**src/rtl/serial_subtractor_pkg.sv**
```systemverilog
// -----------------------------------------------------------------------------
// serial_subtractor_pkg
// Shared definitions for the bit-serial arithmetic blocks.
// The control state encoding is common to every serial arithmetic unit, so that
// a controlling FSM can decode any of them the same way.
// -----------------------------------------------------------------------------
package serial_subtractor_pkg;

    // Control states of a serial arithmetic unit
    typedef enum logic [1:0] {
        ST_IDLE  = 2'd0,
        ST_SHIFT = 2'd1,
        ST_DONE  = 2'd2
    } state_t;

endpackage : serial_subtractor_pkg

```
**src/rtl/serial_subtractor_if.sv**
```systemverilog
// -----------------------------------------------------------------------------
// serial_subtractor_if
// Handshake and operand/result bundle of the bit-serial subtractor.
//   start      : request, accepted only while busy==0
//   a, b       : minuend / subtrahend, sampled on the accepting edge
//   busy       : high while the subtraction is shifting
//   done       : one-cycle pulse, results valid from this cycle
//   diff       : (a - b) mod 2^WIDTH
//   borrow_out : 1 iff a < b (unsigned)
// Modports: master = controller side, slave = subtractor side.
// -----------------------------------------------------------------------------
interface serial_subtractor_if #(
    parameter int WIDTH = 8
);
    logic             start;
    logic [WIDTH-1:0] a;
    logic [WIDTH-1:0] b;
    logic             busy;
    logic             done;
    logic [WIDTH-1:0] diff;
    logic             borrow_out;

    modport master (
        output start, a, b,
        input  busy, done, diff, borrow_out
    );

    modport slave (
        input  start, a, b,
        output busy, done, diff, borrow_out
    );
endinterface : serial_subtractor_if

```
**src/rtl/serial_subtractor_full_sub_cell.sv**
```systemverilog
// -----------------------------------------------------------------------------
// full_sub_cell
// Combinational one-bit full subtractor: d = a - b - bin, bout = borrow.
// Built from two half-subtractor stages; the two stage borrows are ORed
// (they can never both be 1).
// Ports:
//   i_a, i_b, i_bin : minuend bit, subtrahend bit, borrow in
//   o_d, o_bout     : difference bit, borrow out
// -----------------------------------------------------------------------------
module full_sub_cell (
    input  logic i_a,
    input  logic i_b,
    input  logic i_bin,
    output logic o_d,
    output logic o_bout
);
    logic w_d1;
    logic w_b1;
    logic w_b2;

    // First half subtractor: a - b
    assign w_d1 = i_a ^ i_b;
    assign w_b1 = ~i_a & i_b;

    // Second half subtractor: (a - b) - bin
    assign o_d  = w_d1 ^ i_bin;
    assign w_b2 = ~w_d1 & i_bin;

    assign o_bout = w_b1 | w_b2;
endmodule : full_sub_cell

```
**src/rtl/serial_subtractor.sv**
```systemverilog
// -----------------------------------------------------------------------------
// serial_subtractor
// Bit-serial unsigned subtractor, diff = a - b, LSB first, one bit per clock.
// Accept-to-done is WIDTH+1 rising edges; results are registered and hold
// until the next done pulse.
// Ports:
//   clk   : clock, all state changes on the rising edge
//   rst_n : synchronous active-low reset; aborts an operation without done
//   bus   : serial_subtractor_if.slave (start/a/b in, busy/done/diff/borrow_out out)
// -----------------------------------------------------------------------------
module serial_subtractor
    import serial_subtractor_pkg::*;
#(
    parameter int WIDTH = 8
) (
    input  logic                clk,
    input  logic                rst_n,
    serial_subtractor_if.slave  bus
);
    localparam int               CNT_W    = $clog2(WIDTH) + 1;
    localparam logic [CNT_W-1:0] CNT_LAST = CNT_W'(WIDTH - 1);

    state_t           r_state;
    logic [WIDTH-1:0] r_a_sr;
    logic [WIDTH-1:0] r_b_sr;
    logic [WIDTH-1:0] r_d_sr;
    logic [WIDTH-1:0] r_diff;
    logic             r_borrow_out;
    logic             r_bw;
    logic [CNT_W-1:0] r_cnt;

    logic             w_d;
    logic             w_bout;
    logic             w_accept;

    full_sub_cell u_cell (
        .i_a    (r_a_sr[0]),
        .i_b    (r_b_sr[0]),
        .i_bin  (r_bw),
        .o_d    (w_d),
        .o_bout (w_bout)
    );

    // A request is taken in IDLE and also in DONE, which gives back-to-back issue
    assign w_accept = bus.start & ((r_state == ST_IDLE) | (r_state == ST_DONE));

    // Control FSM, serial datapath and result registers
    always_ff @(posedge clk) begin
        if (!rst_n) begin
            r_state      <= ST_IDLE;
            r_a_sr       <= '0;
            r_b_sr       <= '0;
            r_d_sr       <= '0;
            r_diff       <= '0;
            r_borrow_out <= 1'b0;
            r_bw         <= 1'b0;
            r_cnt        <= '0;
        end else if (w_accept) begin
            r_state <= ST_SHIFT;
            r_a_sr  <= bus.a;
            r_b_sr  <= bus.b;
            r_d_sr  <= '0;
            r_bw    <= 1'b0;
            r_cnt   <= '0;
        end else begin
            case (r_state)
                ST_SHIFT: begin
                    r_a_sr <= {1'b0, r_a_sr[WIDTH-1:1]};
                    r_b_sr <= {1'b0, r_b_sr[WIDTH-1:1]};
                    r_d_sr <= {w_d, r_d_sr[WIDTH-1:1]};
                    r_bw   <= w_bout;
                    r_cnt  <= r_cnt + CNT_W'(1);
                    // Last bit: capture the fully assembled result directly,
                    // including the bit being produced on this edge
                    if (r_cnt == CNT_LAST) begin
                        r_state      <= ST_DONE;
                        r_diff       <= {w_d, r_d_sr[WIDTH-1:1]};
                        r_borrow_out <= w_bout;
                    end else begin
                        r_state <= ST_SHIFT;
                    end
                end
                ST_DONE: begin
                    r_state <= ST_IDLE;
                end
                ST_IDLE: begin
                    r_state <= ST_IDLE;
                end
                default: begin
                    r_state <= ST_IDLE;
                end
            endcase
        end
    end

    assign bus.busy       = (r_state == ST_SHIFT);
    assign bus.done       = (r_state == ST_DONE);
    assign bus.diff       = r_diff;
    assign bus.borrow_out = r_borrow_out;

endmodule : serial_subtractor
```
**src/flat_wrapper.sv**
```systemverilog
// flat-port wrapper written by rule: the top's interface ports become plain ports
module serial_subtractor_flat import serial_subtractor_pkg::*;
#(
    parameter int WIDTH = 8
)
  (clk, rst_n, bus_start, bus_a, bus_b, bus_busy, bus_done, bus_diff, bus_borrow_out);
  serial_subtractor_if #(.WIDTH(WIDTH)) bus_i ();
  input  logic clk;
  input  logic rst_n;
  input wire logic [$bits(bus_i.start)-1:0] bus_start;
  input wire logic [$bits(bus_i.a)-1:0] bus_a;
  input wire logic [$bits(bus_i.b)-1:0] bus_b;
  output wire logic [$bits(bus_i.busy)-1:0] bus_busy;
  output wire logic [$bits(bus_i.done)-1:0] bus_done;
  output wire logic [$bits(bus_i.diff)-1:0] bus_diff;
  output wire logic [$bits(bus_i.borrow_out)-1:0] bus_borrow_out;
  assign bus_i.start = bus_start;
  assign bus_i.a = bus_a;
  assign bus_i.b = bus_b;
  assign bus_busy = bus_i.busy;
  assign bus_done = bus_i.done;
  assign bus_diff = bus_i.diff;
  assign bus_borrow_out = bus_i.borrow_out;
  serial_subtractor #(.WIDTH(WIDTH)) u_core (.clk(clk), .rst_n(rst_n), .bus(bus_i));
endmodule
```
**config.mk**
```make
export PLATFORM = sky130hd
export DESIGN_NAME = serial_subtractor_flat
export DESIGN_NICKNAME = d
export VERILOG_FILES = /design/src/rtl/serial_subtractor_pkg.sv /design/src/rtl/serial_subtractor_if.sv /design/src/rtl/serial_subtractor_full_sub_cell.sv /design/src/rtl/serial_subtractor.sv /design/src/flat_wrapper.sv
export SDC_FILE = /design/constraint.sdc
export NUM_CORES = 1
export LEC_CHECK = 0
export ABC_AREA = 0
export CORE_ASPECT_RATIO = 1.2
export CORE_UTILIZATION = 50
export CTS_CLUSTER_DIAMETER = 30
export DETAILED_ROUTE_END_ITERATION = 8
export PLACE_DENSITY = 0.77
export SLEW_MARGIN = 20
export SYNTH_ARGS = -nofsm -noshare
export SYNTH_HDL_FRONTEND = slang
export SYNTH_SLANG_ARGS = --single-unit
```
**constraint.sdc**
```tcl
create_clock -name clk -period 1.56 [get_ports clk]
set_clock_uncertainty 0.15 [all_clocks]
set_input_delay 0.156 -clock clk [delete_from_list [all_inputs] [get_ports clk]]
set_output_delay 0.156 -clock clk [all_outputs]
set_load 0.05 [all_outputs]
```
==> results of run 1 <==
[critical path, delay by kind of cell, from the launching register on]
kind,cells,cell delay [ns]
buffers and inverters,3,0.30
DFF,1,0.35
and+or+nand+nor,1,0.17
[registers in the layout (all words and copies together) (netlist names)]
signal and flops:
u_core.r_state 2, u_core.r_d_sr 7, u_core.r_cnt 4, u_core.bus.diff 8, u_core.r_a_sr 8, u_core.r_bw 1
u_core.bus.borrow_out 1, u_core.r_b_sr 8
[path summary, 6_finish.rpt]
kind	startpoint	end	slack [ns]	depth (start not counted)
worst max-delay path	u_core.r_state[1]$_SDFF_PP0_	bus_busy	0.08	4
worst min register to register	u_core.bus.diff[7]$_SDFFE_PN0P_	u_core.bus.diff[7]$_SDFFE_PN0P_	0.32	2
worst max register to register	u_core.r_cnt[0]$_SDFFE_PP0P_	u_core.bus.diff[1]$_SDFFE_PN0P_	0.12	5
worst min-delay path	bus_a[7]	u_core.r_a_sr[7]$_SDFFE_PN0P_	0.21	3
[final cells by class]
class | count | area, um2 | area share [%]
clock buffers | 6 | 41.3 | 1.96
clock inverters | 2 | 60.1 | 2.86
inverters | 3 | 13.8 | 0.654
multi-input cells | 126 | 718 | 34.1
flip-flops and latches | 39 | 783 | 37.2
well taps | 36 | 45.0 | 2.14
repair buffers | 39 | 442 | 21.0
[routing by layer]
metal / routed length (um) / up-vias / part of all wire (%) / GRT usage [%]
met1: 1510 / 645 / 43 / 24.7
met3: 171 / 12 / 4.9 / 7.00
met5: 0 / - / 0 / 0
li1: - / 682 / - / -
met4: 91 / 0 / 2.6 / 10.5
met2: 1710 / 36 / 49 / 39.1
[per-stage QoR]
step	hold WS [ns]	total power, uW	util, %
global route	0.220	2280	69.5
global placement	0.290	1350	64.8
detailed placement	0.301	1360	64.8
floorplan	0.138	1250	-
finish	0.215	2190	69.5
CTS	0.210	2190	68.6
[kinds of logic (layout without fill, tap and decap cells)]
family	count (synthesis)	in the layout
AOI/OAI and AO/OA	33	33
muxes	9	9
adders and majority gates	2	2
and+or+nand+nor	80	80
DFF	39	39
buffers and inverters	16	50
xor gates and xnor gates	2	2
[power by group]
| group | switching, uW | internal, uW | leakage [uW] | total [uW] |
|---|---|---|---|---|
| sequential | 29.1 | 1040 | 0.000319 | 1070 |
| combinational | 142 | 140 | 0.000383 | 282 |
| clock | 335 | 500 | 0.0000525 | 835 |
| total | 507 | 1680 | 0.000755 | 2190 |
[timing repair]
action                                  CTS  global route
resized for setup                         3             2
pin swaps                                 0             1
endpoints found under the setup margin    1             3
setup buffers                             1             1
[placed cells by master (no fill, tap or decap), types with 2 or more instances in the layout]
cell	netlist	layout
o221ai_1	9	9
nand2_1	44	44
a31oi_1	3	3
nand3b_1	2	2
mux2i_1	9	9
clkbuf_4	0	5
nor3_1	9	9
o21ai_0	4	4
dfxtp_1	39	37
a21oi_1	11	11
a21boi_0	3	3
buf_4	3	12
nor2b_1	2	2
a22oi_1	2	2
inv_1	2	2
nor2_1	12	12
nand2b_1	3	2
clkdlybuf4s50_1	0	18
dfxtp_2	0	2
bufinv_16	0	2
nand3_1	4	4
buf_12	0	8
==> key figures, run 1 <==
STA
  – Slew Limit Fails: 0
  – Worst-Margin Slew: 0.393 ns
  – Final setup viols: 0
  – Final setup TNS: 0 ns
  – FMAX: 674 MHz
  – Endpoints failing hold: 0
  – RSZ-0062 raised after global routing: no
  – Tcrit/Tclk final: 95.0%
  – Worst slew margin: 73.7%
  – Setup ws final: 0.0773 ns
  – Fin crit period: 1.48 ns

Die
  – Die Span X: 53.3 um
  – Ports: 30
  – Core area: 3030 um2
  – FP Rows: 22
  – Starting Density: 52.1%
  – Chip height: 63.6 um
  – Die area: 3390 um2

Synth
  – Area contributors post-synth: dfxtp_1 (49%), nand2_1 (10%), mux2i_1 (5.7%)
  – Dominant cell type by area after synthesis: dfxtp_1
  – Yosys top cell area share: 49.4%
  – Cell Area, Synth: 1580 um2
  – Largest family of logic cells by synthesized area: simple AND/OR/NAND/NOR gates
  – Post-synthesis compound-gate area fraction: 13.8%
  – Number of synthesized flops with an enable pin: 0
  – Ys flop type: dfxtp_1
  – Synth Area in XOR/XNOR: 1.11%
  – Syn_nets: 202
  – Asr flop ratio synth: 0%
  – Mux contribution to synthesized area: 5.71%
  – Ys Warns: 0
  – Mapped Cells: 181
  – Post-synthesis cell type count: 30
  – Post-synthesis adder-cell area fraction: 2.06%
  – Avg Inst Size Synth: 8.72 um2
  – Most frequent cell after synthesis: nand2_1
  – Post-synthesis sequential area ratio: 49.4%
  – Most frequent cells after synthesis: nand2_1 (44), dfxtp_1 (39), nor2_1 (12), a21oi_1 (11)
  – Number of synthesized register bits: 39
  – Simple-gate area share of the yosys netlist: 22.3%

Global route
  – Initial antenna violation count: 0
  – Pin count of the biggest net entering global routing: 22
  – Gr usage total: 22.9%
  – First-pass GRT wire length: 5700 um
  – Vias in the first global route: 1349
  – Total grt overflow: 0

Layout
  – Layout net count: 235
  – Filler Cell Count: 230
  – Final Instance Area: 2100 um2
  – Diode count: 0
  – Synthesis-to-finish area growth: 33.2%
  – Fraction of final layout cells sized beyond drive strength 1: 15.3%
  – Final Non-Filler Cells: 251

Placement
  – DP Wirelength: 2360 um
  – Placed cell areas: 1960 um2
  – Dpl cells: 241
  – Post-Place Setup Slack: 0.0506 ns
  – Input/output buffers: 29
  – GP Congestion: 0.741

Clocking
  – Clock sinks: 39
  – Max Root-Sink Buffers: 2
  – Cts bufs inserted: 5
  – Reg clk slew, reported paths: 0.12 ns
  – Hold_buf cts: 0
  – Htree depth: 2
  – CTS tree: yes
  – Worst skew pair latency: 0.35 ns
  – CTS Root Buffer Type: clkbuf_4

Run
  – Max_cap viols: 0

Setup path
  – Kind of end point of the critical path: output port
  – Critical path required time: 1.25 ns
  – Worst path slowest cell: dfxtp_2
  – Startpoint types: flip-flop
  – Slowest cell delay on critical path: 0.35 ns
  – Worst-path maximum fanout: 5
  – Cells along the critical path: nand2b_4 -> inv_4 -> buf_6 -> buf_12
  – Path type of the worst setup path: flip-flop to output port
  – Crit path DAT: 1.18 ns

Drt
  – WL/cell: 13.8 um
  – DR pass1 iterations: 4
  – Via-to-Cell Ratio: 5.48
  – Antenna-violating nets left: 0
  – DR iter-0 viols: 39
  – # DRC: 0
  – Vias: 1375
  – Post-Route WL: 3480 um

Power
  – Pwr Density: 1040 nW/um2
  – Leakage: 0.000755 uW
  – VDD IR-drop max: 0.000907 V

Worst hold path
  – HP Class: input port to flip-flop

Run status
  – Outcome: complete, no violations
(Power assumes the default switching activity.)
==> inputs of run 2 (changes only) <==
==> constraint.sdc (replaced) <==
create_clock -name clk -period 1.6 [get_ports clk]
set_clock_uncertainty 0.15 [all_clocks]
set_input_delay 0.16 -clock clk [delete_from_list [all_inputs] [get_ports clk]]
set_output_delay 0.16 -clock clk [all_outputs]
set_load 0.05 [all_outputs]
==> run 2 against run 1 <==
Against the previous run:
- routed wire length decreased by 1.7%
- largest cell class unchanged
- flip-flop and latch count unchanged
- combinational power decreased by 4%
- first-iteration DRC count increased by 18%
- worst setup slack improved by 0.059 ns
- sequential share of layout area increased by 1.4 points
- critical path type unchanged
- total power decreased by 14%
- die area unchanged
==> key figures, run 2 (synthesized netlist as in run 1, its figures left out) <==
Die
  – Die area: 3390 um2
  – Ports: 30
  – Chip height: 63.6 um
  – Core area: 3030 um2
  – Starting Density: 52.1%
  – Die Span X: 53.3 um
  – FP Rows: 22

STA
  – RSZ-0062 raised after global routing: no
  – Worst-Margin Slew: 0.411 ns
  – Hold_ws: 0.225 ns
  – FMAX: 683 MHz
  – Final setup TNS: 0 ns
  – Setup ws final: 0.136 ns
  – Fin crit period: 1.46 ns
  – Final setup viols: 0
  – Tcrit/Tclk final: 91.5%
  – Slew Limit Fails: 0
  – Endpoints failing hold: 0
  – Worst slew margin: 72.5%

Global route
  – Pin count of the biggest net entering global routing: 22
  – Initial antenna violation count: 0
  – Vias in the first global route: 1354
  – First-pass GRT wire length: 5620 um
  – Gr usage total: 22.3%
  – Total grt overflow: 0

Clocking
  – Cts bufs inserted: 5
  – Htree depth: 2
  – Reg clk slew, reported paths: 0.12 ns
  – CTS Root Buffer Type: clkbuf_4
  – Hold_buf cts: 0
  – Worst skew pair latency: 0.35 ns
  – Clock sinks: 39
  – Max Root-Sink Buffers: 2
  – CTS tree: yes

Drt
  – Post-Route WL: 3420 um
  – Antenna-violating nets left: 0
  – Via-to-Cell Ratio: 5.49
  – WL/cell: 13.6 um
  – Vias: 1378
  – DR iter-0 viols: 46
  – # DRC: 0
  – DR pass1 iterations: 4

Power
  – Total power: 1880 uW
  – VDD IR-drop max: 0.000860 V
  – Leakage: 0.000730 uW
  – Pwr Density: 931 nW/um2

Run
  – Max_cap viols: 0

Layout
  – Fraction of final layout cells sized beyond drive strength 1: 14.4%
  – Synthesis-to-finish area growth: 28.1%
  – Most common cell after layout, fill and taps aside: nand2_1
  – Diode count: 0
  – Leading cell types in the layout, fill and taps excluded: nand2_1 (44), dfxtp_1 (39), clkdlybuf4s50_1 (18)
  – Layout net count: 235
  – Filler Cell Count: 266

Setup path
  – Crit path DAT: 1.15 ns
  – Flop2flop setup slack: 0.16 ns
  – R2R Path End: u_core.bus.diff[3]$_SDFFE_PN0P_
  – FF-to-FF Start: u_core.r_cnt[0]$_SDFFE_PP0P_
  – Crit path from: u_core.r_state[0]$_SDFF_PN0_
  – Worst-path maximum fanout: 5
  – Reg2Reg Depth: 5
  – Setup crit end: bus_busy
  – Kind of end point of the critical path: output port
  – Critical path required time: 1.29 ns
  – Startpoint types: flip-flop
  – Path type of the worst setup path: flip-flop to output port

Worst hold path
  – HP Start: bus_a[7]
  – HP Class: input port to flip-flop

Placement
  – Post-Place Setup Slack: 0.0827 ns
  – DP Wirelength: 2370 um
  – Input/output buffers: 29
  – GP Congestion: 0.727

Run status
  – Outcome: complete, no violations
-- run 2: changes by cell type in the layout (fill, tap and decap cells not counted), moves of 2 or more --
cell,delta
bufinv_16,-2
dfxtp_1,+2
buf_4,+4
dfxtp_2,-2
buf_12,-3
clkbuf_8,+2
-- run 2: layout make-up --
type	count	area (um2)	share of cell area (%)
Inverter	3	13.8	0.681
Multi-Input combinational cell	126	713	35.3
Clock buffer	8	68.8	3.40
Timing Repair Buffer	39	400	19.8
Tap cell	36	45.0	2.23
Sequential cell	39	781	38.6
-- run 2: worst min path at each step --
| stage | endpoint | cells past startpoint |
|---|---|---|
| floorplan | u_core.r_a_sr[7]$_SDFFE_PN0P_ | 2 |
| global placement | u_core.r_a_sr[7]$_SDFFE_PN0P_ | 2 |
| detailed placement | u_core.bus.diff[5]$_SDFFE_PN0P_ | 2 |
| CTS | u_core.r_a_sr[7]$_SDFFE_PN0P_ | 3 |
| global route | u_core.r_a_sr[7]$_SDFFE_PN0P_ | 3 |
| finish | u_core.r_a_sr[7]$_SDFFE_PN0P_ | 3 |
-- run 2: timing repair --
action / CTS / global route
endpoints found under the setup margin: 1 / 14
setup buffers: 2 / 1
endpoints found under the hold margin: 0 / 0
pin swaps: 0 / 1
gates resized for setup: 0 / 1
-- run 2: critical path: stages, from the launching register on --
cell,delay (ns)
dfxtp_1,0.42
nand2b_2,0.15
inv_4,0.11
buf_12,0.13
-- run 2: stage by stage --
| stage | util, % | cell area, um2 | instances |
|---|---|---|---|
| 2_1_floorplan | - | 1580 | 181 |
| 3_3_place_gp | 63.3 | 1920 | 240 |
| 3_5_place_dp | 63.3 | 1920 | 240 |
| 4_1_cts | 66.0 | 2000 | 250 |
| 5_1_grt | 66.8 | 2020 | 251 |
| 6_report | 66.8 | 2020 | 251 |
-- run 2: per-layer routing --
layer,track usage [%],routed length (um)
met1,24.7,1470
met2,37.3,1650
met3,7.97,240
met4,8.55,60
met5,0,0
-- run 2: power breakdown --
group	total [uW]	leakage (uW)	internal, uW	switching [uW]
clock	568	0.0000386	259	310
combinational	271	0.000373	134	137
sequential	1040	0.000318	1020	27.7
==> inputs of run 3 (changes only) <==
--- a/config.mk
+++ b/config.mk
@@ -11,7 +11,7 @@
 export CTS_CLUSTER_DIAMETER = 30
 export DETAILED_ROUTE_END_ITERATION = 8
 export PLACE_DENSITY = 0.77
-export SLEW_MARGIN = 20
+export SLEW_MARGIN = 15
 export SYNTH_ARGS = -nofsm -noshare
 export SYNTH_HDL_FRONTEND = slang
 export SYNTH_SLANG_ARGS = --single-unit
==> results of run 3 <==
Final layout, timing and power as in run 2 (identical DEF).
